==> config.mk <==
export PLATFORM = sky130hd
export DESIGN_NAME = shift_sequencer_flat
export DESIGN_NICKNAME = d
export VERILOG_FILES = /design/src/rtl/shift_sequencer_if.sv /design/src/rtl/shift_sequencer.sv /design/src/flat_wrapper.sv
export SDC_FILE = /design/constraint.sdc
export NUM_CORES = 1
export LEC_CHECK = 0
export ABC_AREA = 1
export BUFFER_PORTS_ARGS = -buffer_cell sky130_fd_sc_hd__buf_2
export CAP_MARGIN = 20
export CORE_MARGIN = 2
export CORE_UTILIZATION = 50
export DETAILED_ROUTE_END_ITERATION = 8
export PLACE_DENSITY_LB_ADDON = 0.12
export SLEW_MARGIN = 10
export SYNTH_ARGS = -nofsm -noshare
export SYNTH_HDL_FRONTEND = slang
export SYNTH_SLANG_ARGS = --single-unit
==> constraint.sdc <==
create_clock -name clk -period 2.9 [get_ports clk]
set_input_delay 0.58 -clock clk [delete_from_list [all_inputs] [get_ports clk]]
set_output_delay 0.58 -clock clk [all_outputs]
set_load 0.005 [all_outputs]
==> src/rtl/shift_sequencer_if.sv <==
// Handshake and operand bundle between the main control FSM and the shift sequencer.
// The master side issues requests. The slave side (the sequencer) reports busy, done and the result.
interface shift_sequencer_if #(
  parameter int DATA_W = 32,
  parameter int AMT_W  = 5
);
  logic              start;
  logic [1:0]        op;
  logic              amt_sel;
  logic [AMT_W-1:0]  shamt_instr;
  logic [DATA_W-1:0] shamt_reg;
  logic [DATA_W-1:0] data_in;
  logic              busy;
  logic              done;
  logic [DATA_W-1:0] result;

  modport master (
    output start, op, amt_sel, shamt_instr, shamt_reg, data_in,
    input  busy, done, result
  );

  modport slave (
    input  start, op, amt_sel, shamt_instr, shamt_reg, data_in,
    output busy, done, result
  );
endinterface

==> src/rtl/shift_sequencer.sv <==
// Multicycle SLL/SRL/SRA/ROR unit that moves one bit position per clock.
// The shift amount is taken from the instruction shamt field or from the low bits of a register operand.
module shift_sequencer #(
  parameter int DATA_W = 32,
  parameter int AMT_W  = 5
) (
  input  logic             clk,
  input  logic             rst_n,
  shift_sequencer_if.slave bus
);

  typedef enum logic [1:0] {IDLE, SHIFT, DONE} state_e;
  typedef enum logic [1:0] {OP_SLL, OP_SRL, OP_SRA, OP_ROR} op_e;

  state_e            state, state_nxt;
  op_e               op_q;
  logic [AMT_W-1:0]  count;
  logic [DATA_W-1:0] shreg;
  logic [DATA_W-1:0] shifted;
  logic [AMT_W-1:0]  amount;
  logic              accept;

  // Only the low AMT_W bits of the register operand select the amount.
  logic unused_shamt_hi;
  assign unused_shamt_hi = ^bus.shamt_reg[DATA_W-1:AMT_W];

  assign amount = bus.amt_sel ? bus.shamt_reg[AMT_W-1:0] : bus.shamt_instr;
  assign accept = bus.start && (state == IDLE || state == DONE);

  // State register
  // NOTE: sequential state uses non-blocking assignments so that every flop samples pre-edge values.
  always_ff @(posedge clk or negedge rst_n) begin
    if (!rst_n) state <= IDLE;
    else        state <= state_nxt;
  end

  // Next-state logic
  // NOTE: default assignment first so no path through the case leaves state_nxt unassigned (no latch).
  always_comb begin
    state_nxt = state;
    unique case (state)
      IDLE, DONE: begin
        if (accept) state_nxt = (amount != '0) ? SHIFT : DONE;
        else        state_nxt = IDLE;
      end
      SHIFT:   if (count == AMT_W'(1)) state_nxt = DONE;
      default: state_nxt = IDLE;
    endcase
  end

  // Output decode from registered state only
  always_comb begin
    bus.busy   = (state == SHIFT);
    bus.done   = (state == DONE);
    bus.result = shreg;
  end

  // One-position shift of the working register
  always_comb begin
    shifted = shreg;
    unique case (op_q)
      OP_SLL:  shifted = {shreg[DATA_W-2:0], 1'b0};
      OP_SRL:  shifted = {1'b0, shreg[DATA_W-1:1]};
      OP_SRA:  shifted = {shreg[DATA_W-1], shreg[DATA_W-1:1]};
      OP_ROR:  shifted = {shreg[0], shreg[DATA_W-1:1]};
      default: shifted = shreg;
    endcase
  end

  // Datapath: load on accept, step while shifting, hold otherwise.
  // NOTE: every datapath flop is reset, so an aborted operation leaves no stale result visible.
  always_ff @(posedge clk or negedge rst_n) begin
    if (!rst_n) begin
      shreg <= '0;
      count <= '0;
      op_q  <= OP_SLL;
    end else if (accept) begin
      shreg <= bus.data_in;
      count <= amount;
      op_q  <= op_e'(bus.op);
    end else if (state == SHIFT) begin
      shreg <= shifted;
      count <= count - AMT_W'(1);
    end
  end

endmodule
==> src/flat_wrapper.sv <==
// flat-port wrapper written by rule: the top's interface ports become plain ports
module shift_sequencer_flat 
#(
  parameter int DATA_W = 32,
  parameter int AMT_W  = 5
)
  (clk, rst_n, bus_start, bus_op, bus_amt_sel, bus_shamt_instr, bus_shamt_reg, bus_data_in, bus_busy, bus_done, bus_result);
  shift_sequencer_if #(.DATA_W(DATA_W), .AMT_W(AMT_W)) bus_i ();
  input  logic clk;
  input  logic rst_n;
  input wire logic [$bits(bus_i.start)-1:0] bus_start;
  input wire logic [$bits(bus_i.op)-1:0] bus_op;
  input wire logic [$bits(bus_i.amt_sel)-1:0] bus_amt_sel;
  input wire logic [$bits(bus_i.shamt_instr)-1:0] bus_shamt_instr;
  input wire logic [$bits(bus_i.shamt_reg)-1:0] bus_shamt_reg;
  input wire logic [$bits(bus_i.data_in)-1:0] bus_data_in;
  output wire logic [$bits(bus_i.busy)-1:0] bus_busy;
  output wire logic [$bits(bus_i.done)-1:0] bus_done;
  output wire logic [$bits(bus_i.result)-1:0] bus_result;
  assign bus_i.start = bus_start;
  assign bus_i.op = bus_op;
  assign bus_i.amt_sel = bus_amt_sel;
  assign bus_i.shamt_instr = bus_shamt_instr;
  assign bus_i.shamt_reg = bus_shamt_reg;
  assign bus_i.data_in = bus_data_in;
  assign bus_busy = bus_i.busy;
  assign bus_done = bus_i.done;
  assign bus_result = bus_i.result;
  shift_sequencer #(.DATA_W(DATA_W), .AMT_W(AMT_W)) u_core (.clk(clk), .rst_n(rst_n), .bus(bus_i));
endmodule
==> summary.txt, run 1 <==
Place
  – Post-detail-place hpwl: 3903 um
  – Buffers on Ports: 81
  – Gpl congestion: 0.7837

Worst setup path
  – WS Path Type: flip-flop to primary output
  – Critical-path maximum fanout: 15
  – R2r worst-path depth: 6
  – Reg2reg start: u_core.state[0]
  – Startpoint Class: flip-flop
  – FF-to-FF setup slack: 1.08 ns
  – Worst Setup End Kind: primary output
  – FF-to-FF End: u_core.count[3]
  – Crit path DAT: 1.33 ns
  – Crit path required time: 2.32 ns

Clock tree
  – Worst-path clk slew: 0.07 ns
  – Cts hold-fix bufs: 0
  – Clk_lat worst skew: 0.29 ns
  – Maximum buffer depth of the clock tree: 2
  – TritonCTS Sinks: 41
  – H-tree levels: 2
  – Clock Tree Root: clkbuf_8
  – PostCTS Resize Cnt: 0
  – Post-CTS Setup Inserts: 0
  – CTS tree: yes
  – Cts bufs inserted: 5

Yosys
  – Unique cell type count in the Yosys netlist: 24
  – Largest cells by area after synthesis: dfrtp_1 (39%), nand2_1 (11%), o22ai_2 (8.6%)
  – Most common cell in the synthesized netlist: nand2_1
  – Cells after Synth: 307
  – Mean area per synthesized cell: 8.579 um^2
  – Most frequent cells after synthesis: nand2_1 (75), dfrtp_1 (41), inv_1 (40), nor2_1 (23), o22ai_2 (18)
  – Post-synth EDFFs: 0
  – Mapped cell area: 2634 um^2
  – Ys Warns: 0
  – Fraction of registers with async set/reset: 100.0%
  – Register area share after synthesis: 38.95%
  – Top FF cell, synth: dfrtp_1
  – Post-Syn Nets: 384
  – Yosys top cell by area: dfrtp_1
  – Register bit total from synthesis: 41
  – Share of the synthesized area in the top cell type: 38.95%

STA
  – Max-slew headroom: 36.24%
  – Final Hold Viols: 0
  – Final Hold Slack: 0.4320 ns
  – Clock period minus final worst setup slack: 1.912 ns
  – Fin Clk Skew: 0.002620 ns
  – Final setup fails: 0
  – Slew Viols, Final: 0
  – Worst-margin pin slew: 0.9564 ns
  – Setup_tns: 0 ns
  – Fmax: 522.9 MHz
  – Final clock period utilization by the worst path: 65.94%
  – RSZ-0062 raised after global routing: no

Global route
  – Global-route wire length before repair: 9929 um
  – Initial antenna violation count: 0
  – Tot GR Track Use: 20.85%
  – Global route overflow: 0
  – Vias in the first global route: 2089
  – Largest net degree at the start of global routing: 42

Finish
  – Diodes inserted: 0
  – Final net count: 456
  – Synth-to-Final Area Change: 17.86%
  – Fraction of layout cells with a size suffix above 1: 37.89%

Floorplan
  – Die footprint: 5864 um^2
  – IO Pins: 109
  – Die height: 76.58 um
  – Core Box Area: 5107 um^2
  – Row count: 26
  – Initial Util: 51.57%
  – Die span in x: 76.58 um

Drt
  – Via count: 2255
  – Post-route DRC: 0
  – Final WL: 5782 um
  – TritonRoute pass-1 iters: 4
  – Post-route ant nets: 0
  – DRT iter0 DRCs: 104
  – Wire per inst: 12.85 um
  – DR vias/cell: 5.011

Worst hold path
  – Tightest Hold Check Type: input pin to asynchronous set/reset pin

Run
  – Max-Cap Viols: 0

Status
  – Status: completed

Power and ir drop
  – Pleak: 1.556 nW
  – VDD IR max: 504.1 uV
  – Pwr dens: 1196 nW/um^2
worst max path at each step:
stage          slack, ns         endpoint  cells after the start       startpoint
2_1_floorplan       1.54         bus_busy                      4  u_core.state[1]
3_3_place_gp        0.92  u_core.count[3]                      6        bus_start
3_5_place_dp        0.89  u_core.count[3]                      6        bus_start
4_1_cts             0.97         bus_busy                      4  u_core.state[1]
5_1_grt             0.90         bus_busy                      4  u_core.state[1]
6_report            0.99         bus_busy                      4  u_core.state[1]
cell families (layout without fill, tap and decap cells):
group	Yosys count	after routing	share of synthesized area, %
buffers and inverters	61	134	11.54
adders and majority gates	2	2	0.9500
xor gates and xnor gates	3	3	0.9978
DFF	41	41	38.95
AOI/OAI and AO/OA	92	92	30.74
and+or+nand+nor	108	108	16.82
where the power goes:
| group | internal [mW] | leakage (nW) | total [mW] | switching, mW |
|---|---|---|---|---|
| clock | 0.171 | 0.0395 | 0.365 | 0.194 |
| sequential | 0.874 | 0.500 | 1.10 | 0.224 |
| combinational | 0.954 | 1.02 | 2.25 | 1.29 |
worst max-delay path, cell delays in order (launching register included):
cell	delay, ns
dfrtp_1	0.36
inv_1	0.10
nand2_4	0.12
inv_2	0.27
buf_2	0.18
through the flow:
step | utilization (%) | instance area (um^2) | power (mW) | setup WS (ns) | cells
CTS | 60.78 | 3104 | 3.755 | 0.9683 | 450
detailed placement | 59.21 | 3024 | 3.379 | 0.8851 | 442
global placement | 59.21 | 3024 | 3.332 | 0.9243 | 442
floorplan | - | 2634 | 2.891 | 1.543 | 307
finish | 60.78 | 3104 | 3.712 | 0.9878 | 450
global route | 60.78 | 3104 | 4.061 | 0.8966 | 450
registers in the layout, summed over array words and instances, names as in the netlist:
signal	cells
u_core.state	2
u_core.bus.result	32
u_core.count	5
u_core.op_q	2
final cells by class:
| cell class | count | area [um^2] |
|---|---|---|
| fillers | 483 | 2003 |
| multi-input cells | 205 | 1304 |
| flip-flops and latches | 41 | 1026 |
| repair buffers | 83 | 445.4 |
| inverters | 43 | 161.4 |
| well taps | 70 | 87.58 |
| clock buffers | 8 | 80.08 |
metal layers:
layer  GRT usage [%]  up-vias  part of all wire [%]  routed length [um]
met3           4.265        6                   4.7                 270
met4           6.182        0                   1.1                  62
met1           28.92     1028                    51                2928
met5               0        -                     0                   0
li1                -     1158                     -                   -
met2           33.01       63                    44                2521
placed cells by master, fill, tap and decap left out, drive strengths merged:
cell type / netlist / routed
ha: 2 / 2
o21ai: 42 / 42
a21oi: 2 / 2
o211ai: 26 / 26
nand3: 6 / 6
nor2: 24 / 24
clkbuf: 0 / 8
xnor2: 1 / 1
buf: 18 / 83
nand2: 78 / 78
o221ai: 2 / 2
o22ai: 18 / 18
xor2: 2 / 2
dfrtp: 41 / 41
o21bai: 2 / 2
inv: 43 / 43
(Power assumes the default switching activity.)
==> run 2, diff against run 1 <==
--- a/config.mk
+++ b/config.mk
@@ -9,7 +9,7 @@
 export BUFFER_PORTS_ARGS = -buffer_cell sky130_fd_sc_hd__buf_2
 export CAP_MARGIN = 20
 export CORE_MARGIN = 2
-export CORE_UTILIZATION = 50
+export CORE_UTILIZATION = 44
 export DETAILED_ROUTE_END_ITERATION = 8
 export PLACE_DENSITY_LB_ADDON = 0.12
 export SLEW_MARGIN = 10
==> constraint.sdc (replaced) <==
create_clock -name clk -period 1.7 [get_ports clk]
set_input_delay 0.34 -clock clk [delete_from_list [all_inputs] [get_ports clk]]
set_output_delay 0.34 -clock clk [all_outputs]
set_load 0.005 [all_outputs]
==> run 2 against run 1 <==
Non-clock buffer count rose by 8; via count rose by 3.0%; critical endpoint unchanged; first-iteration DRC count fell by 15%; critical path type unchanged; worst hold slack got worse by 0.42 ns; design area rose by 2.7%; register-to-register slack got worse by 0.81 ns; largest power group unchanged; sequential cell count did not move; setup slack got worse by 0.77 ns; die area rose by 13%; clock power rose by 81%; wire length rose by 5.4%; highest routed layer unchanged; combinational power rose by 77%.
==> summary.txt, run 2 (synthesis results as in run 1) <==
Global route
  – Largest net degree at the start of global routing: 63 (was 42)
  – Initial antenna violation count: 0 (unchanged)
  – Global route overflow: 0 (unchanged)
  – Vias in the first global route: 2148 (was 2089)
  – Tot GR Track Use: 19.40% (was 20.85%)
  – Global-route wire length before repair: 9942 um (was 9929 um)

Finish
  – Final core occ: 54.51% (was 60.78%)
  – Seq. cell area: 1026 um^2 (unchanged)
  – Synth-to-Final Area Change: 21.09% (was 17.86%)
  – Final net count: 464 (was 456)
  – Most frequent cells in the layout: buf_2 (81), nand2_1 (75), dfrtp_1 (41), inv_1 (40), nor2_1 (23) (unchanged)
  – Multi-input logic area: 1304 um^2 (unchanged)
  – Most common cell after layout, fill and taps aside: buf_2 (unchanged)
  – Diodes inserted: 0 (unchanged)
  – Largest register FFs: 32 (unchanged)
  – Fraction of layout cells with a size suffix above 1: 39.53% (was 37.89%)
  – # fillers: 584 (was 483)

Clock tree
  – Clk_lat worst skew: 0.29 ns (about the same)
  – CTS tree: yes (unchanged)
  – Maximum buffer depth of the clock tree: 2 (unchanged)
  – Worst-path clk slew: 0.08 ns (was 0.07 ns)
  – Cts bufs inserted: 5 (unchanged)
  – Post-CTS Setup Inserts: 0 (unchanged)
  – Cts hold-fix bufs: 0 (unchanged)
  – Clock Tree Root: clkbuf_8 (unchanged)
  – TritonCTS Sinks: 41 (unchanged)
  – H-tree levels: 2 (unchanged)
  – PostCTS Resize Cnt: 0 (unchanged)

STA
  – Final Hold Viols: 0 (unchanged)
  – Max-slew headroom: 64.29% (was 36.24%)
  – Final clock period utilization by the worst path: 87.20%
  – Clock period minus final worst setup slack: 1.482 ns
  – Slew Viols, Final: 0 (unchanged)
  – Final setup fails: 0 (unchanged)
  – Final worst setup slack: 0.2176 ns (was 0.9878 ns)
  – Fmax: 674.6 MHz
  – Fin Clk Skew: 0.004439 ns (was 0.002620 ns)
  – RSZ-0062 raised after global routing: no (unchanged)
  – Setup_tns: 0 ns (unchanged)
  – Worst-margin pin slew: 0.5357 ns (was 0.9564 ns)

Power and ir drop
  – Sequential share of power: 28.8% (was 29.6%)
  – Clock power share: 10.1% (was 9.8%)
  – P_int: 3.560 mW (was 2.000 mW)
  – Psw: 2.971 mW (was 1.713 mW)
  – Comb pwr share: 61.1% (was 60.6%)
  – Net Sw Frac: 45.49% (was 46.14%)
  – Pleak: 1.604 nW (was 1.556 nW)
  – VDD IR max: 1307 uV (was 504.1 uV)
  – Pwr dens: 2048 nW/um^2 (was 1196 nW/um^2)

Worst setup path
  – Startpoint Class: flip-flop (unchanged)
  – WS Path Type: flip-flop to primary output (unchanged)
  – Max stage delay on crit path: 0.36 ns (about the same)
  – Worst Setup End Kind: primary output (unchanged)
  – CP max stage cell: dfrtp_1 (unchanged)
  – FF-to-FF setup slack: 0.27 ns (was 1.08 ns)
  – Crit path required time: 1.36 ns (was 2.32 ns)
  – Buffers and inverters on the worst path: 3 (unchanged)
  – Critical-path maximum fanout: 10 (was 15)
  – Crit-path cells: inv_1 -> nand2_4 -> inv_2 -> buf_2 (unchanged)
  – CP top delay family: buffers and inverters (unchanged)
  – Crit path DAT: 1.14 ns (was 1.33 ns)

Drt
  – DRT iter0 DRCs: 88 (was 104)
  – TritonRoute pass-1 iters: 4 (unchanged)
  – Wire per inst: 13.19 um (was 12.85 um)
  – Post-route ant nets: 0 (unchanged)
  – Final WL: 6092 um (was 5782 um)
  – Via count: 2323 (was 2255)
  – DR vias/cell: 5.028 (was 5.011)
  – Post-route DRC: 0 (unchanged)

Floorplan
  – Die height: 81.37 um (was 76.58 um)
  – IO Pins: 109 (unchanged)
  – Initial Util: 45.02% (was 51.57%)
  – Row count: 28 (was 26)
  – Core Box Area: 5851 um^2 (was 5107 um^2)
  – Die span in x: 81.37 um (was 76.58 um)
  – Die footprint: 6621 um^2 (was 5864 um^2)

Place
  – Post-place setup slack: 0.2658 ns (was 0.8851 ns)
  – Gpl congestion: 0.7859 (was 0.7837)
  – Post-detail-place hpwl: 4422 um (was 3903 um)
  – Buffers on Ports: 81 (unchanged)

Run
  – Max-Cap Viols: 0 (unchanged)

Status
  – Status: completed (unchanged)

Worst hold path
  – Tightest Hold Check Type: input pin to asynchronous set/reset pin (unchanged)
## run 2: worst paths after layout
| path | startpoint | end | cells after the start |
|---|---|---|---|
| worst min-delay path | rst_n | u_core.op_q[1] | 1 |
| worst max-delay path | u_core.state[1] | bus_busy | 4 |
| worst max register to register | u_core.state[0] | u_core.bus.result[1] | 6 |
| max in group asynchronous | rst_n | u_core.bus.result[1] | 2 |
| min in group clk | bus_op[0] | u_core.op_q[0] | 3 |
| worst min register to register | u_core.bus.result[30] | u_core.bus.result[30] | 2 |
## run 2: worst register-to-register path: cells and delay by family, from the launching register on
| kind | cells | cell delay [ns] |
|---|---|---|
| AND/OR/NAND/NOR | 2 | 0.36 |
| buffers and inverters | 3 | 0.45 |
| AO/OA/AOI/OAI | 1 | 0.08 |
| flip-flops | 1 | 0.42 |
## run 2: power by group through the flow
stage	combinational (mW)	clock (mW)	sequential (mW)
after floorplan	3.06	0	1.87
after global placement	3.95	0	1.90
after detailed placement	4.03	0	1.90
after CTS	4.04	0.677	1.89
after global routing	4.49	0.711	1.95
final	3.99	0.661	1.88
## run 2: routing by layer
metal	GRT usage (%)	vias to the layer above	share of wire [%]
met5	0	-	0
met4	5.254	0	0.98
met3	4.000	7	5.7
met2	32.46	63	46
met1	25.44	1078	47
li1	-	1175	-
## run 2: final cells by class
| type | instances | share of cell area [%] |
|---|---|---|
| Inverter | 43 | 5.061 |
| Multi-Input combinational cell | 205 | 40.88 |
| Timing Repair Buffer | 91 | 16.24 |
| Clock buffer | 7 | 2.707 |
| Tap cell | 75 | 2.942 |
| Sequential cell | 41 | 32.17 |
## run 2: per-stage QoR
stage | cells | hold WS, ns | instance area (um^2) | total power, mW
final | 462 | 0.01672 | 3189 | 6.531
after global routing | 462 | 0.04964 | 3189 | 7.155
after CTS | 462 | 0.03293 | 3189 | 6.605
after detailed placement | 455 | 0.3512 | 3103 | 5.930
after global placement | 455 | 0.3552 | 3103 | 5.845
after floorplan | 307 | 0.04441 | 2634 | 4.932
